## config.mk

```make
export PLATFORM = sky130hd
export DESIGN_NAME = fifo_buf
export DESIGN_NICKNAME = d
export VERILOG_FILES = /design/src/rtl/fifo_pkg.sv /design/src/rtl/fifo_ram.sv /design/src/rtl/fifo_buf.sv
export SDC_FILE = /design/constraint.sdc
export NUM_CORES = 1
export LEC_CHECK = 0
export BUFFER_PORTS_ARGS = -buffer_cell sky130_fd_sc_hd__buf_2
export CORE_UTILIZATION = 45
export CTS_CLUSTER_SIZE = 8
export DETAILED_ROUTE_END_ITERATION = 8
export PLACE_DENSITY = 0.68
export SETUP_SLACK_MARGIN = 0.05
export SLEW_MARGIN = 10
export SYNTH_ARGS = -nofsm -noshare
export SYNTH_HDL_FRONTEND = slang
export SYNTH_SLANG_ARGS = --single-unit
```

## constraint.sdc

```tcl
create_clock -name clk -period 9.9 [get_ports clk]
set_clock_uncertainty 0.2 [all_clocks]
set_input_delay 0 -clock clk [delete_from_list [all_inputs] [get_ports clk]]
set_output_delay 0 -clock clk [all_outputs]
set_load 0.1 [all_outputs]
```

## src/rtl/fifo_pkg.sv

```systemverilog
// fifo_pkg: default FIFO geometry and the occupancy-counter width helper shared by fifo_buf and fifo_ram
package fifo_pkg;
  localparam int WIDTH_D = 32;
  localparam int DEPTH_D = 15;
  function automatic int cnt_w(input int depth);
    return $clog2(depth + 1);
  endfunction
endpackage

```

## src/rtl/fifo_ram.sv

```systemverilog
// fifo_ram: DEPTH x WIDTH register array; ports clk, we/waddr/wdata (sync write), raddr/rdata (async read)
module fifo_ram
  import fifo_pkg::*;
#(
  parameter int WIDTH = WIDTH_D,
  parameter int DEPTH = DEPTH_D
) (
  input  logic                     clk,
  input  logic                     we,
  input  logic [$clog2(DEPTH)-1:0] waddr,
  input  logic [WIDTH-1:0]         wdata,
  input  logic [$clog2(DEPTH)-1:0] raddr,
  output logic [WIDTH-1:0]         rdata
);
  logic [WIDTH-1:0] mem [DEPTH];
  always_ff @(posedge clk)
    if (we) mem[waddr] <= wdata;
  assign rdata = mem[raddr];
endmodule

```

## src/rtl/fifo_buf.sv

```systemverilog
// fifo_buf: single-clock FWFT FIFO; ports clk, rst (async active-low), push/datain, pull/dataout, full, empty, count
module fifo_buf
  import fifo_pkg::*;
#(
  parameter int WIDTH = WIDTH_D,
  parameter int DEPTH = DEPTH_D
) (
  input  logic                     clk,
  input  logic                     rst,
  input  logic                     push,
  input  logic [WIDTH-1:0]         datain,
  input  logic                     pull,
  output logic [WIDTH-1:0]         dataout,
  output logic                     full,
  output logic                     empty,
  output logic [cnt_w(DEPTH)-1:0]  count
);
  localparam int AW = $clog2(DEPTH);
  localparam int CW = cnt_w(DEPTH);
  logic [AW-1:0] wp, rp;
  logic [WIDTH-1:0] rd;
  logic do_push, do_pull;
  assign full    = count == CW'(DEPTH);
  assign empty   = count == '0;
  assign do_pull = pull && !empty;
  assign do_push = push && (!full || pull);
  assign dataout = empty ? '0 : rd;
  always_ff @(posedge clk or negedge rst)
    if (!rst) begin
      wp    <= '0;
      rp    <= '0;
      count <= '0;
    end else begin
      if (do_push) wp <= wp == AW'(DEPTH - 1) ? '0 : AW'(wp + 1);
      if (do_pull) rp <= rp == AW'(DEPTH - 1) ? '0 : AW'(rp + 1);
      count <= count + CW'(do_push) - CW'(do_pull);
    end
  fifo_ram #(.WIDTH(WIDTH), .DEPTH(DEPTH)) u_ram (
    .clk(clk),
    .we(do_push),
    .waddr(wp),
    .wdata(datain),
    .raddr(rp),
    .rdata(rd)
  );
endmodule

```

# Word level (Yosys, flattened, before mapping)
# Memory sizes are Yosys's and may differ from the RTL's.
# Cells that the tools add are included.
dict set report classes {
  addsub 4
  reduce_logical 6
  eq_ne 3
  n_mux 5
}
# cell count
set ops {}
lappend ops {{2-to-1 mux 32 bit} 1}
lappend ops {{== test 4 bit, second input constant} 3}
lappend ops {{adder 4 x 1 -> 4 bit, second input constant} 2}
lappend ops {{2-to-1 mux 4 bit} 2}
lappend ops {{adder 4 x 1 -> 4 bit} 1}
lappend ops {{zero test 4 bit} 1}
lappend ops {{subtractor 4 x 1 -> 4 bit} 1}
lappend ops {{logical AND 1 bit} 2}
lappend ops {{zero test 1 bit} 2}
lappend ops {{2-to-1 mux 1 bit} 2}
lappend ops {{logical OR 1 bit} 1}
dict set report word_totals {
  memories 1
  reg_bits 12
  in_bits 36
  ramBits 480
  wordCells 22
}
# name depth width read_ports rd_ports_with_merged_regs write_ports line
set memory_table {}
lappend memory_table {u_ram.mem 15 32 1 0 1 fifo_ram.sv:15} ;# logic [WIDTH-1:0] mem [DEPTH];

# Depth between registers and ports, before layout
# Gate-level depths: netlist of run 1.
dict set report depth {
  word_depth 6
  depth_mapped 12
}

# By module
# A second synthesis of run 1 with hierarchy kept.
dict set report unflattened {
  hier_cells 952
  hier_area_um2 19148.4
}
# mod n_inst seq_area_each_um2 cells_each area_per_inst_um2
set modules_own_cells {}
lappend modules_own_cells {fifo_ram 1 14413.8 854 18246.2}
lappend modules_own_cells {fifo_buf 1 300.3 98 902.1}

# Worst setup path before layout of run 1
# No wires, ideal clock.
dict set report synth_timing {
  kind {reg2out}
  startpoint {register count[2]}
  endpoint {output dataout[30]}
  t_arrival_ns 5.722
  stages_incl_launch_ff 8
  slack_ns 3.978
  t_required_ns 9.700
  path_cell_list {dfrtp_1 -> inv_1 -> ha_1 -> or3b_1 -> buf_6 -> buf_6 -> inv_1 -> o311ai_0}
}
dict set report synth_between {
  elab_chain_len 2
}
# item line
set synth_rtl {}
lappend synth_rtl {{from (decl)} fifo_buf.sv:16} ;# output logic [cnt_w(DEPTH)-1:0] count
lappend synth_rtl {{from (signal assigned)} fifo_buf.sv:36} ;# count <= count + CW'(do_push) - CW'(do_pull);
lappend synth_rtl {{zero test 4 bit} fifo_buf.sv:24} ;# assign empty = count == '0;
lappend synth_rtl {{via empty} fifo_buf.sv:15} ;# output logic empty,
lappend synth_rtl {{2-to-1 mux 32 bit} fifo_buf.sv:27} ;# assign dataout = empty ? '0 : rd;
lappend synth_rtl {{to (decl)} fifo_buf.sv:13} ;# output logic [WIDTH-1:0] dataout,
# The timed path passes the listed nets, and every way through them passes these cells.

# Worst setup path in the final report of run 1
dict set report layout_timing {
  startpoint {register rp[1]}
  endpoint {output dataout[31]}
}
dict set report layout_between {
  elab_chain_len 2
}
# item line
set layout_rtl {}
lappend layout_rtl {{from (decl)} fifo_buf.sv:20} ;# logic [AW-1:0] wp, rp;
lappend layout_rtl {{from (signal assigned)} fifo_buf.sv:35} ;# if (do_pull) rp <= rp == AW'(DEPTH - 1) ? '0 : AW'(rp + 1);
lappend layout_rtl {{memory read (15 x 32 bit)} --}
lappend layout_rtl {{2-to-1 mux 32 bit} fifo_buf.sv:27}
# Every way passes these cells.

==> results.sh, run 1 <==
export IMPL_status="completed"
export IMPL_numPlacedInstances=1551
export IMPL_cts_tree="yes"
export IMPL_number_of_enable_flip_flop_cells_after_synthesis=480
export IMPL_worstSetupEndpointType="output pin"
export IMPL_cts_made_buffers=71
export IMPL_synthToLayoutAreaGrowth_pct=16.8
export IMPL_cts_hold_buffers=37
export IMPL_synth_top_flop_cell="sky130_fd_sc_hd__edfxtp_1"
export IMPL_placedInstanceArea_um2=20500
export IMPL_die_area_um2=44100
export IMPL_finalWirelength_mm=41.6
export IMPL_cellPowerDensity_nw_per_um2=335
export IMPL_antenna_left=0
export IMPL_final_setup_viol_count=0
export IMPL_max_clock_freq_mhz=230
export IMPL_cts_resized=0
export IMPL_cts_max_level=3
export IMPL_synth_top_cells_by_count="480 x sky130_fd_sc_hd__edfxtp_1, 96 x sky130_fd_sc_hd__mux4_2, 64 x sky130_fd_sc_hd__nand3_1"
export IMPL_grt_pass1_wl_mm=62.9
export IMPL_max_slew_worst_pin_slew_ns=1.14
export IMPL_post_route_worst_setup_slack_ns=5.54
export IMPL_min_delay_path_class="input pin to flip-flop"
export IMPL_num_rows=75
export IMPL_detailedPlace_worstSlack_ns=6.13
export IMPL_dr_total_vias=9796
export IMPL_pin_count_of_the_biggest_net_entering_global_routing=112
export IMPL_dpl_hpwl_mm=19.8
export IMPL_synth_cell_type_count=41
export IMPL_drt_initial_drc_count=812
export IMPL_first_global_vias=10200
export IMPL_slew_headroom_pct=23.9
export IMPL_seq_area_frac_synth_pct=75.5
export IMPL_yosys_register_bits=492
export IMPL_finalCoreUtilization_pct=53.7
export IMPL_unrepaired_setup_endpoints_after_global_routing="no"
export IMPL_synthesis_nets=990
export IMPL_routedWlPerCell_um=24.9
export IMPL_finalHoldViolCount=0
export IMPL_ys_warn_count=0
export IMPL_cts_repair_timing_setup_buffer_count=0
export IMPL_synth_largest_area_cell="sky130_fd_sc_hd__edfxtp_1"
export IMPL_synth_most_common_cell="sky130_fd_sc_hd__edfxtp_1"
export IMPL_grt_antenna_before_repair=2
export IMPL_final_period_minus_worst_setup_slack_ns=4.36
export IMPL_timing_critical_path_from_type="flip-flop"
export IMPL_numPortBuffers=73
export IMPL_total_leakage_power_nw=7.29
export IMPL_syn_mean_instance_area_um2=20.6
export IMPL_clock_insertion_delay_worst_skew_ns=0.56
export IMPL_critical_path_rt_ns=9.70
export IMPL_max_cap_violations=0
export IMPL_synth_area_top_cells="sky130_fd_sc_hd__edfxtp_1 74%, sky130_fd_sc_hd__mux4_2 11%, sky130_fd_sc_hd__mux2_2 1.9%"
export IMPL_io_pins=74
export IMPL_net_count_reported_at_finish=1127
export IMPL_syn_inst=947
export IMPL_slew_viol_final=0
export IMPL_fp_coreArea_um2=42300
export IMPL_first_pass_iters=5
export IMPL_synthDominantCellAreaShare_pct=74.0
export IMPL_path_clk_slew_ns=0.05
export IMPL_non_filler_cells_final=1672
export IMPL_total_neg_setup_slack_ns=0
export IMPL_grt_total_usage_pct=19.5
export IMPL_synth_cell_area_um2=19500
export IMPL_finalInstanceArea_um2=22700
export IMPL_gp_routability_congestion=0.678
export IMPL_clock_sinks=492
export IMPL_clockBufferDepth=3
export IMPL_synthArstFlopShare_pct=2.44
export IMPL_die_width_um=210
export IMPL_fin_crit_sh_pct=44.0
export IMPL_post_route_drc_count=0
export IMPL_die_h_um=210
export IMPL_drive_gt1_share_pct=29.8
export IMPL_worstSetupPathType="flip-flop to output pin"
export IMPL_starting_density_pct=46.0
export IMPL_gr_total_overflow=0
export IMPL_crit_arrival_ns=4.16
export IMPL_vdd_drop_max_uv=340
export IMPL_cts_root_buffer="sky130_fd_sc_hd__clkbuf_16"
export IMPL_fillCellCount=3240
export IMPL_via_per_instance_ratio=5.86
export IMPL_worstPathMaxFanout=67
-- cells by family (layout without fill, tap and decap cells) --
| kind of cell | after synthesis | in the layout | synth area share (%) |
|---|---|---|---|
| other | 0 | 2 | 0 |
| flip-flops | 492 | 492 | 75.5 |
| multiplexers | 132 | 132 | 13.2 |
| XOR/XNOR | 2 | 2 | 0.0899 |
| buffers and inverters | 74 | 220 | 2.18 |
| AO/OA/AOI/OAI | 46 | 46 | 2.01 |
| adder cells (fa/ha/maj) | 7 | 7 | 0.488 |
| AND/OR/NAND/NOR | 194 | 194 | 6.50 |
-- through the flow --
step	hold WS [ns]	total power, mW
floorplan	-0.496	4.98
global placement	-0.304	5.53
detailed placement	-0.302	5.56
CTS	0.108	7.69
global route	0.149	7.90
finish	0.132	7.61
-- power breakdown --
group	leakage [nW]	total [mW]	internal [mW]	switching, mW
logic	1.87	2.88	0.784	2.09
registers	4.48	2.63	2.51	0.110
clock network	0.937	2.11	1.31	0.797
-- routing by layer --
metal	up-vias	routed length, um	GRT usage (%)
met1	5181	18000	27.5
li1	4221	-	-
met3	69	2480	3.49
met4	0	836	6.72
met2	325	20300	30.9
met5	-	0	0
-- final cells by class --
type | instances | area, um2 | share of cell area [%]
inverter | 6 | 22.5 | 0.0990
timing repair buffer | 132 | 913 | 4.02
antenna | 2 | 5.00 | 0.0220
multi-input combinational | 381 | 4450 | 19.6
tap | 577 | 722 | 3.17
sequential | 492 | 14700 | 64.7
clock buffer | 78 | 1870 | 8.21
clock inverter | 4 | 38.8 | 0.171
-- critical path, cell delays in order, from the launching register on --
cell and delay (ns):
sky130_fd_sc_hd__dfrtp_4 0.69, sky130_fd_sc_hd__buf_4 0.80, sky130_fd_sc_hd__buf_4 0.78, sky130_fd_sc_hd__mux4_2 0.34
sky130_fd_sc_hd__nand4bb_1 0.10, sky130_fd_sc_hd__nand4_1 0.28, sky130_fd_sc_hd__buf_2 0.48
-- final timing paths --
kind	start	endpoint	slack, ns	depth (start not counted)
max	rp[1]$_DFFE_PN0P_	dataout[31]	5.54	6
min	datain[3]	u_ram.mem[6][3]$_DFFE_PP_	0.13	2
max reg2reg	count[2]$_DFF_PN0_	u_ram.mem[8][16]$_DFFE_PP_	6.96	5
min reg2reg	count[0]$_DFF_PN0_	count[0]$_DFF_PN0_	0.38	1
max in group asynchronous	rst	rp[0]$_DFFE_PN0P_	8.73	3
min in group asynchronous	rst	wp[2]$_DFFE_PN0N_	0.32	3
-- registers in the layout, indices dropped and copies added (netlist names) --
name and flops:
rp 4, u_ram.mem 480, wp 4, count 4
-- cells in the final DEF (no fill, tap or decap), types with 2 or more instances in the layout --
cell | synthesis | final
sky130_fd_sc_hd__nand4_1 | 34 | 34
sky130_fd_sc_hd__nand3_1 | 64 | 64
sky130_fd_sc_hd__clkbuf_16 | 0 | 74
sky130_fd_sc_hd__nor2b_4 | 0 | 2
sky130_fd_sc_hd__nand4b_1 | 3 | 3
sky130_fd_sc_hd__ha_1 | 6 | 6
sky130_fd_sc_hd__buf_4 | 4 | 21
sky130_fd_sc_hd__o2111ai_1 | 33 | 33
sky130_fd_sc_hd__a21o_1 | 2 | 2
sky130_fd_sc_hd__nor3_2 | 0 | 7
sky130_fd_sc_hd__inv_6 | 0 | 2
sky130_fd_sc_hd__buf_2 | 14 | 73
sky130_fd_sc_hd__mux2_2 | 33 | 33
sky130_fd_sc_hd__clkbuf_1 | 32 | 4
sky130_fd_sc_hd__edfxtp_1 | 480 | 480
sky130_fd_sc_hd__nand2_1 | 3 | 3
sky130_fd_sc_hd__dlygate4sd3_1 | 0 | 37
sky130_fd_sc_hd__nand2b_1 | 35 | 35
sky130_fd_sc_hd__dfrtp_1 | 12 | 10
sky130_fd_sc_hd__dfrtp_4 | 0 | 2
sky130_fd_sc_hd__nor2_4 | 0 | 8
sky130_fd_sc_hd__o2bb2ai_1 | 4 | 4
sky130_fd_sc_hd__mux2i_1 | 2 | 2
sky130_fd_sc_hd__diode_2 | 0 | 2
sky130_fd_sc_hd__xor2_1 | 2 | 2
sky130_fd_sc_hd__mux4_2 | 96 | 96
sky130_fd_sc_hd__a21oi_1 | 2 | 2
sky130_fd_sc_hd__nand4bb_1 | 31 | 31
sky130_fd_sc_hd__inv_1 | 6 | 6
Note: power is estimated with default switching activity, not from simulation.
==> inputs of run 2 (changes only) <==
- PLACE_DENSITY: 0.68 -> 0.7
- clock period: 9.9 -> 3.7 ns (I/O delays scaled with it)
==> results.sh, run 2 (synthesis gave the netlist of run 1 again) <==
export IMPL_pin_count_of_the_biggest_net_entering_global_routing=86
export IMPL_net_count_reported_at_finish=1149
export IMPL_clockBufferDepth=3
export IMPL_flip_flop_count_of_the_largest_register_after_layout=480
export IMPL_layout_commonest_cell="sky130_fd_sc_hd__edfxtp_1"
export IMPL_drive_gt1_share_pct=31.0
export IMPL_global_route_usage_met1_pct=28.3
export IMPL_slew_viol_final=0
export IMPL_slew_headroom_pct=51.2
export IMPL_antenna_left=0
export IMPL_die_width_um=210
export IMPL_regToRegStartpoint="count[2]$_DFF_PN0_"
export IMPL_io_pins=74
export IMPL_cts_root_buffer="sky130_fd_sc_hd__clkbuf_16"
export IMPL_gr_total_overflow=0
export IMPL_finalCoreUtilization_pct=54.7
export IMPL_total_switching_power_mw=8.28
export IMPL_min_delay_path_depth=2
export IMPL_grt_busiest_layer="met2"
export IMPL_clock_sinks=492
export IMPL_cellPowerDensity_nw_per_um2=909
export IMPL_min_delay_path_class="input pin to flip-flop"
export IMPL_power_share_combinational_pct=39.0
export IMPL_final_period_minus_worst_setup_slack_ns=3.47
export IMPL_dr_total_vias=10200
export IMPL_crit_arrival_ns=3.27
export IMPL_post_route_drc_count=0
export IMPL_numPortBuffers=73
export IMPL_status="completed"
export IMPL_cts_max_level=3
export IMPL_finalWirelength_mm=43.6
export IMPL_mostFrequentLayoutCells="480 x sky130_fd_sc_hd__edfxtp_1, 96 x sky130_fd_sc_hd__mux4_2, 74 x sky130_fd_sc_hd__clkbuf_16"
export IMPL_numPlacedInstances=1573
export IMPL_hold_path_endpoint="u_ram.mem[5][1]$_DFFE_PP_"
export IMPL_cts_resized=0
export IMPL_max_slew_worst_pin_slew_ns=0.732
export IMPL_dpl_hpwl_mm=23.5
export IMPL_die_area_um2=44100
export IMPL_grt_pass1_wl_mm=65.8
export IMPL_grt_antenna_before_repair=1
export IMPL_worstPathMaxFanout=85
export IMPL_unrepaired_setup_endpoints_after_global_routing="no"
export IMPL_registers_top_by_ff_count="u_ram.mem"
export IMPL_finalHoldViolCount=0
export IMPL_setup_reg_to_reg_worst_slack_ns=0.72
export IMPL_gp_routability_congestion=0.746
export IMPL_fin_crit_sh_pct=93.9
export IMPL_first_pass_iters=5
export IMPL_diodes=0
export IMPL_cts_tree="yes"
export IMPL_hold_path_startpoint="datain[1]"
export IMPL_timing_critical_path_from_type="flip-flop"
export IMPL_r2r_end="count[2]$_DFF_PN0_"
export IMPL_synthToLayoutAreaGrowth_pct=18.8
export IMPL_grt_total_usage_pct=20.3
export IMPL_worstSetupPathType="flip-flop to output pin"
export IMPL_final_hold_worst_slack_ns=0.135
export IMPL_first_global_vias=10600
export IMPL_die_h_um=210
export IMPL_max_cap_violations=0
export IMPL_num_rows=75
export IMPL_r2r_cells=9
export IMPL_critical_path_rt_ns=3.50
export IMPL_grt_use_met3_pct=4.01
export IMPL_path_clk_slew_ns=0.05
export IMPL_total_leakage_power_nw=7.48
export IMPL_vdd_drop_max_uv=711
export IMPL_worstSetupEndpointType="output pin"
export IMPL_cts_made_buffers=71
export IMPL_fp_coreArea_um2=42300
export IMPL_final_setup_viol_count=0
export IMPL_clock_insertion_delay_worst_skew_ns=0.57
export IMPL_power_share_switching_pct=39.4
export IMPL_routedWlPerCell_um=25.6
export IMPL_non_filler_cells_final=1701
export IMPL_power_share_sequential_pct=33.8
export IMPL_via_per_instance_ratio=5.99
export IMPL_drt_initial_drc_count=956
export IMPL_clock_power_share_pct=27.3
export IMPL_max_clock_freq_mhz=288
export IMPL_grt_util_met2_pct=32.4
export IMPL_p_int_mw=12.8
export IMPL_starting_density_pct=46.0
-- run 2: cell types whose count changed in the layout (fill, tap and decap cells not counted), sizes merged --
| cell | previous run | this run |
|---|---|---|
| diode | 2 | 0 |
| clkbuf | 78 | 87 |
| buf | 95 | 117 |
-- run 2: what timing repair did --
| action | 4_1_cts | 5_1_grt |
|---|---|---|
| endpoints found under the hold margin | 518 | 0 |
| hold buffers | 37 | 0 |
| buffers inserted | 0 | 0 |
-- run 2: area by class of cell --
cell class                      count  area, um2
Fill cell                        3151      19200
Sequential cell                   492      14700
Multi-Input combinational cell    381       4460
Clock buffer                       87       1900
Timing Repair Buffer              154       1280
Tap cell                          577        722
Clock inverter                      4       37.5
Inverter                            6       22.5
-- run 2: worst max path at each step --
stage                            start                   endpoint  slack (ns)  cells after the start
global placement    count[2]$_DFF_PN0_         count[2]$_DFF_PN0_        0.79                      9
floorplan           count[2]$_DFF_PN0_  u_ram.mem[0][0]$_DFFE_PP_       -0.74                      4
detailed placement  count[2]$_DFF_PN0_         count[2]$_DFF_PN0_        0.73                      9
CTS                 count[2]$_DFF_PN0_                 dataout[9]        0.21                      7
finish              count[2]$_DFF_PN0_                 dataout[9]        0.23                      7
global route        count[2]$_DFF_PN0_                 dataout[9]        0.09                      7
-- run 2: metal layers --
layer	routed length (um)	part of all wire (%)
met5	13	0.030
met3	3040	7.0
met1	18500	42
met2	21200	49
met4	826	1.9
-- run 2: stage by stage --
| step | power [mW] | TNS (ns) | setup WS (ns) | area [um2] |
|---|---|---|---|---|
| final | 21.0 | 0 | 0.227 | 23100 |
| after floorplan | 13.3 | -162.36 | -0.744 | 19500 |
| after detailed placement | 15.4 | 0 | 0.728 | 20800 |
| after global routing | 21.8 | 0 | 0.0930 | 23100 |
| after global placement | 15.3 | 0 | 0.788 | 20800 |
| after CTS | 21.2 | 0 | 0.213 | 23100 |
-- run 2: worst max-delay path, cell delays in order (launching register included) --
cell and delay (ns):
sky130_fd_sc_hd__dfrtp_1 0.37, sky130_fd_sc_hd__inv_1 0.07, sky130_fd_sc_hd__ha_1 0.20, sky130_fd_sc_hd__or3b_4 0.67
sky130_fd_sc_hd__buf_12 0.44, sky130_fd_sc_hd__o2111ai_1 0.21, sky130_fd_sc_hd__nand4_1 0.24, sky130_fd_sc_hd__buf_2 0.47
-- run 2: power by group through the flow --
stage / combinational (mW) / clock [mW] / sequential, mW
floorplan: 6.22 / 0 / 7.11
global placement: 8.18 / 0 / 7.16
detailed placement: 8.20 / 0 / 7.19
CTS: 8.29 / 5.82 / 7.10
global route: 8.57 / 6.05 / 7.15
finish: 8.20 / 5.74 / 7.10
==> inputs of run 3 (changes only) <==
==> constraint.sdc (replaced) <==
create_clock -name clk -period 3.7 [get_ports clk]
set_clock_uncertainty 0.2 [all_clocks]
set_input_delay 0.74 -clock clk [delete_from_list [all_inputs] [get_ports clk]]
set_output_delay 0.74 -clock clk [all_outputs]
set_load 0.1 [all_outputs]
==> results.sh, run 3 (synthesis gave the netlist of run 1 again) <==
export IMPL_max_slew_worst_pin_slew_ns=0.656
export IMPL_grt_antenna_before_repair=3
export IMPL_worst_path_largest_cell_delay_ns=0.52
export IMPL_pin_count_of_the_biggest_net_entering_global_routing=42
export IMPL_detailedPlace_worstSlack_ns=0.490
export IMPL_critical_path_rt_ns=2.76
export IMPL_cts_tree="yes"
export IMPL_flip_flop_count_of_the_largest_register_after_layout=480
export IMPL_antenna_left=0
export IMPL_max_cap_violations=0
export IMPL_timing_critical_path_from_type="flip-flop"
export IMPL_min_delay_path_class="input pin to flip-flop"
export IMPL_first_global_vias=10500
export IMPL_die_area_um2=44100
export IMPL_clock_insertion_delay_worst_skew_ns=0.58
export IMPL_vdd_drop_max_uv=896
export IMPL_drive_gt1_share_pct=34.5
export IMPL_numPlacedInstances=1581
export IMPL_fp_coreArea_um2=42300
export IMPL_max_clock_freq_mhz=275
export IMPL_critPathMostFrequentCell="sky130_fd_sc_hd__buf_12"
export IMPL_mostFrequentLayoutCells="480 x sky130_fd_sc_hd__edfxtp_1, 96 x sky130_fd_sc_hd__mux4_2, 75 x sky130_fd_sc_hd__clkbuf_16"
export IMPL_power_share_sequential_pct=30.8
export IMPL_clockBufferDepth=3
export IMPL_io_pins=74
export IMPL_routedWlPerCell_um=27.1
export IMPL_cts_max_level=3
export IMPL_first_pass_iters=5
export IMPL_via_per_instance_ratio=6.09
export IMPL_cts_made_buffers=71
export IMPL_cellPowerDensity_nw_per_um2=963
export IMPL_fin_crit_sh_pct=98.4
export IMPL_worstSetupPathType="flip-flop to output pin"
export IMPL_grt_total_usage_pct=21.3
export IMPL_worst_path_max_delay_cell="sky130_fd_sc_hd__or3b_4"
export IMPL_gp_routability_congestion=0.736
export IMPL_clock_sinks=492
export IMPL_total_switching_power_mw=8.65
export IMPL_grt_pass1_wl_mm=68.4
export IMPL_post_route_drc_count=0
export IMPL_die_width_um=210
export IMPL_net_count_reported_at_finish=1142
export IMPL_non_filler_cells_final=1696
export IMPL_finalInstanceArea_um2=23700
export IMPL_registers_top_by_ff_count="u_ram.mem"
export IMPL_slew_headroom_pct=56.2
export IMPL_worstPathMaxFanout=41
export IMPL_drt_initial_drc_count=982
export IMPL_fillCellCount=3079
export IMPL_status="completed"
export IMPL_synthToLayoutAreaGrowth_pct=21.6
export IMPL_finalHoldViolCount=0
export IMPL_crit_arrival_ns=2.70
export IMPL_final_setup_viol_count=0
export IMPL_unrepaired_setup_endpoints_after_global_routing="yes"
export IMPL_cts_root_buffer="sky130_fd_sc_hd__clkbuf_16"
export IMPL_numPortBuffers=73
export IMPL_slew_viol_final=0
export IMPL_p_int_mw=14.2
export IMPL_path_clk_slew_ns=0.05
export IMPL_num_rows=75
export IMPL_clock_power_share_pct=25.6
export IMPL_final_period_minus_worst_setup_slack_ns=3.64
export IMPL_starting_density_pct=46.0
export IMPL_total_leakage_power_nw=7.70
export IMPL_die_h_um=210
export IMPL_worstSetupEndpointType="output pin"
export IMPL_layout_commonest_cell="sky130_fd_sc_hd__edfxtp_1"
export IMPL_finalWirelength_mm=45.9
export IMPL_dr_total_vias=10300
export IMPL_post_route_worst_setup_slack_ns=0.0608
export IMPL_power_share_combinational_pct=43.6
export IMPL_placedInstanceArea_um2=21400
export IMPL_power_share_switching_pct=37.9
export IMPL_gr_total_overflow=0
export IMPL_dpl_hpwl_mm=24.5
export IMPL_timing_critical_path_cells="inv_4, ha_4, or3b_4, buf_12, nand4bb_1, nand4_1, buf_12"
[run 3: cell type report]
class                           count  area, um2  share of cell area, %
Timing Repair Buffer              145       1720                   7.26
Multi-Input combinational cell    383       4510                   19.0
Inverter                            6       25.0                  0.106
Sequential cell                   492      14700                   62.2
Clock buffer                       88       1930                   8.13
Clock inverter                      4       56.3                  0.238
Tap cell                          577        722                   3.05
Antenna cell                        1       2.50                 0.0106
[run 3: what timing repair did]
item	CTS	global route
buffers inserted	6	10
endpoints found under the setup margin	23	19
gates cloned	5	0
gates resized for setup	13	4
hold buffers	1	0
endpoints found under the hold margin	12	0
pin swaps	6	12
[run 3: critical path: cells and delay by family (launching register included)]
family | cells | cell delay (ns)
buf+inv | 3 | 0.57
fa+ha+maj | 1 | 0.14
flops | 1 | 0.49
simple gates | 3 | 0.90
[run 3: power by group through the flow]
| stage | Clock (mW) | Sequential, mW | Combinational, mW |
|---|---|---|---|
| 2_1_floorplan | 0 | 7.12 | 6.24 |
| 3_3_place_gp | 0 | 7.12 | 9.56 |
| 3_5_place_dp | 0 | 7.15 | 9.59 |
| 4_1_cts | 5.94 | 7.03 | 9.87 |
| 5_1_grt | 6.15 | 7.05 | 10.3 |
| 6_report | 5.84 | 7.02 | 9.95 |
[run 3: metrics by stage]
step	power, mW	util (%)	setup TNS, ns	hold slack, ns
2_1_floorplan	13.4	-	-103.48	0.244
3_3_place_gp	16.7	50.5	0	0.381
4_1_cts	22.8	55.7	0	0.297
3_5_place_dp	16.7	50.5	0	0.388
6_report	22.8	56.0	0	0.323
5_1_grt	23.5	56.0	0	0.333
[run 3: path summary, 6_finish.rpt]
check                                         from                        end  slack, ns  depth (start not counted)
worst min register to register   wp[1]$_DFFE_PN0N_          wp[1]$_DFFE_PN0N_       0.45                          1
max in group asynchronous                      rst          rp[1]$_DFFE_PN0P_       2.62                          2
worst max register to register  count[2]$_DFF_PN0_  u_ram.mem[5][7]$_DFFE_PP_       0.68                          6
worst min-delay path                          push          wp[1]$_DFFE_PN0N_       0.32                          3
min in group asynchronous                      rst          rp[0]$_DFFE_PN0P_       0.40                          2
worst max-delay path            count[2]$_DFF_PN0_                 dataout[9]       0.06                          7
[run 3: routing by layer]
metal	track usage (%)	share of wire, %
met1	28.8	40
met2	34.3	49
met3	4.40	7.6
met4	8.38	3.3
met5	0	0.026
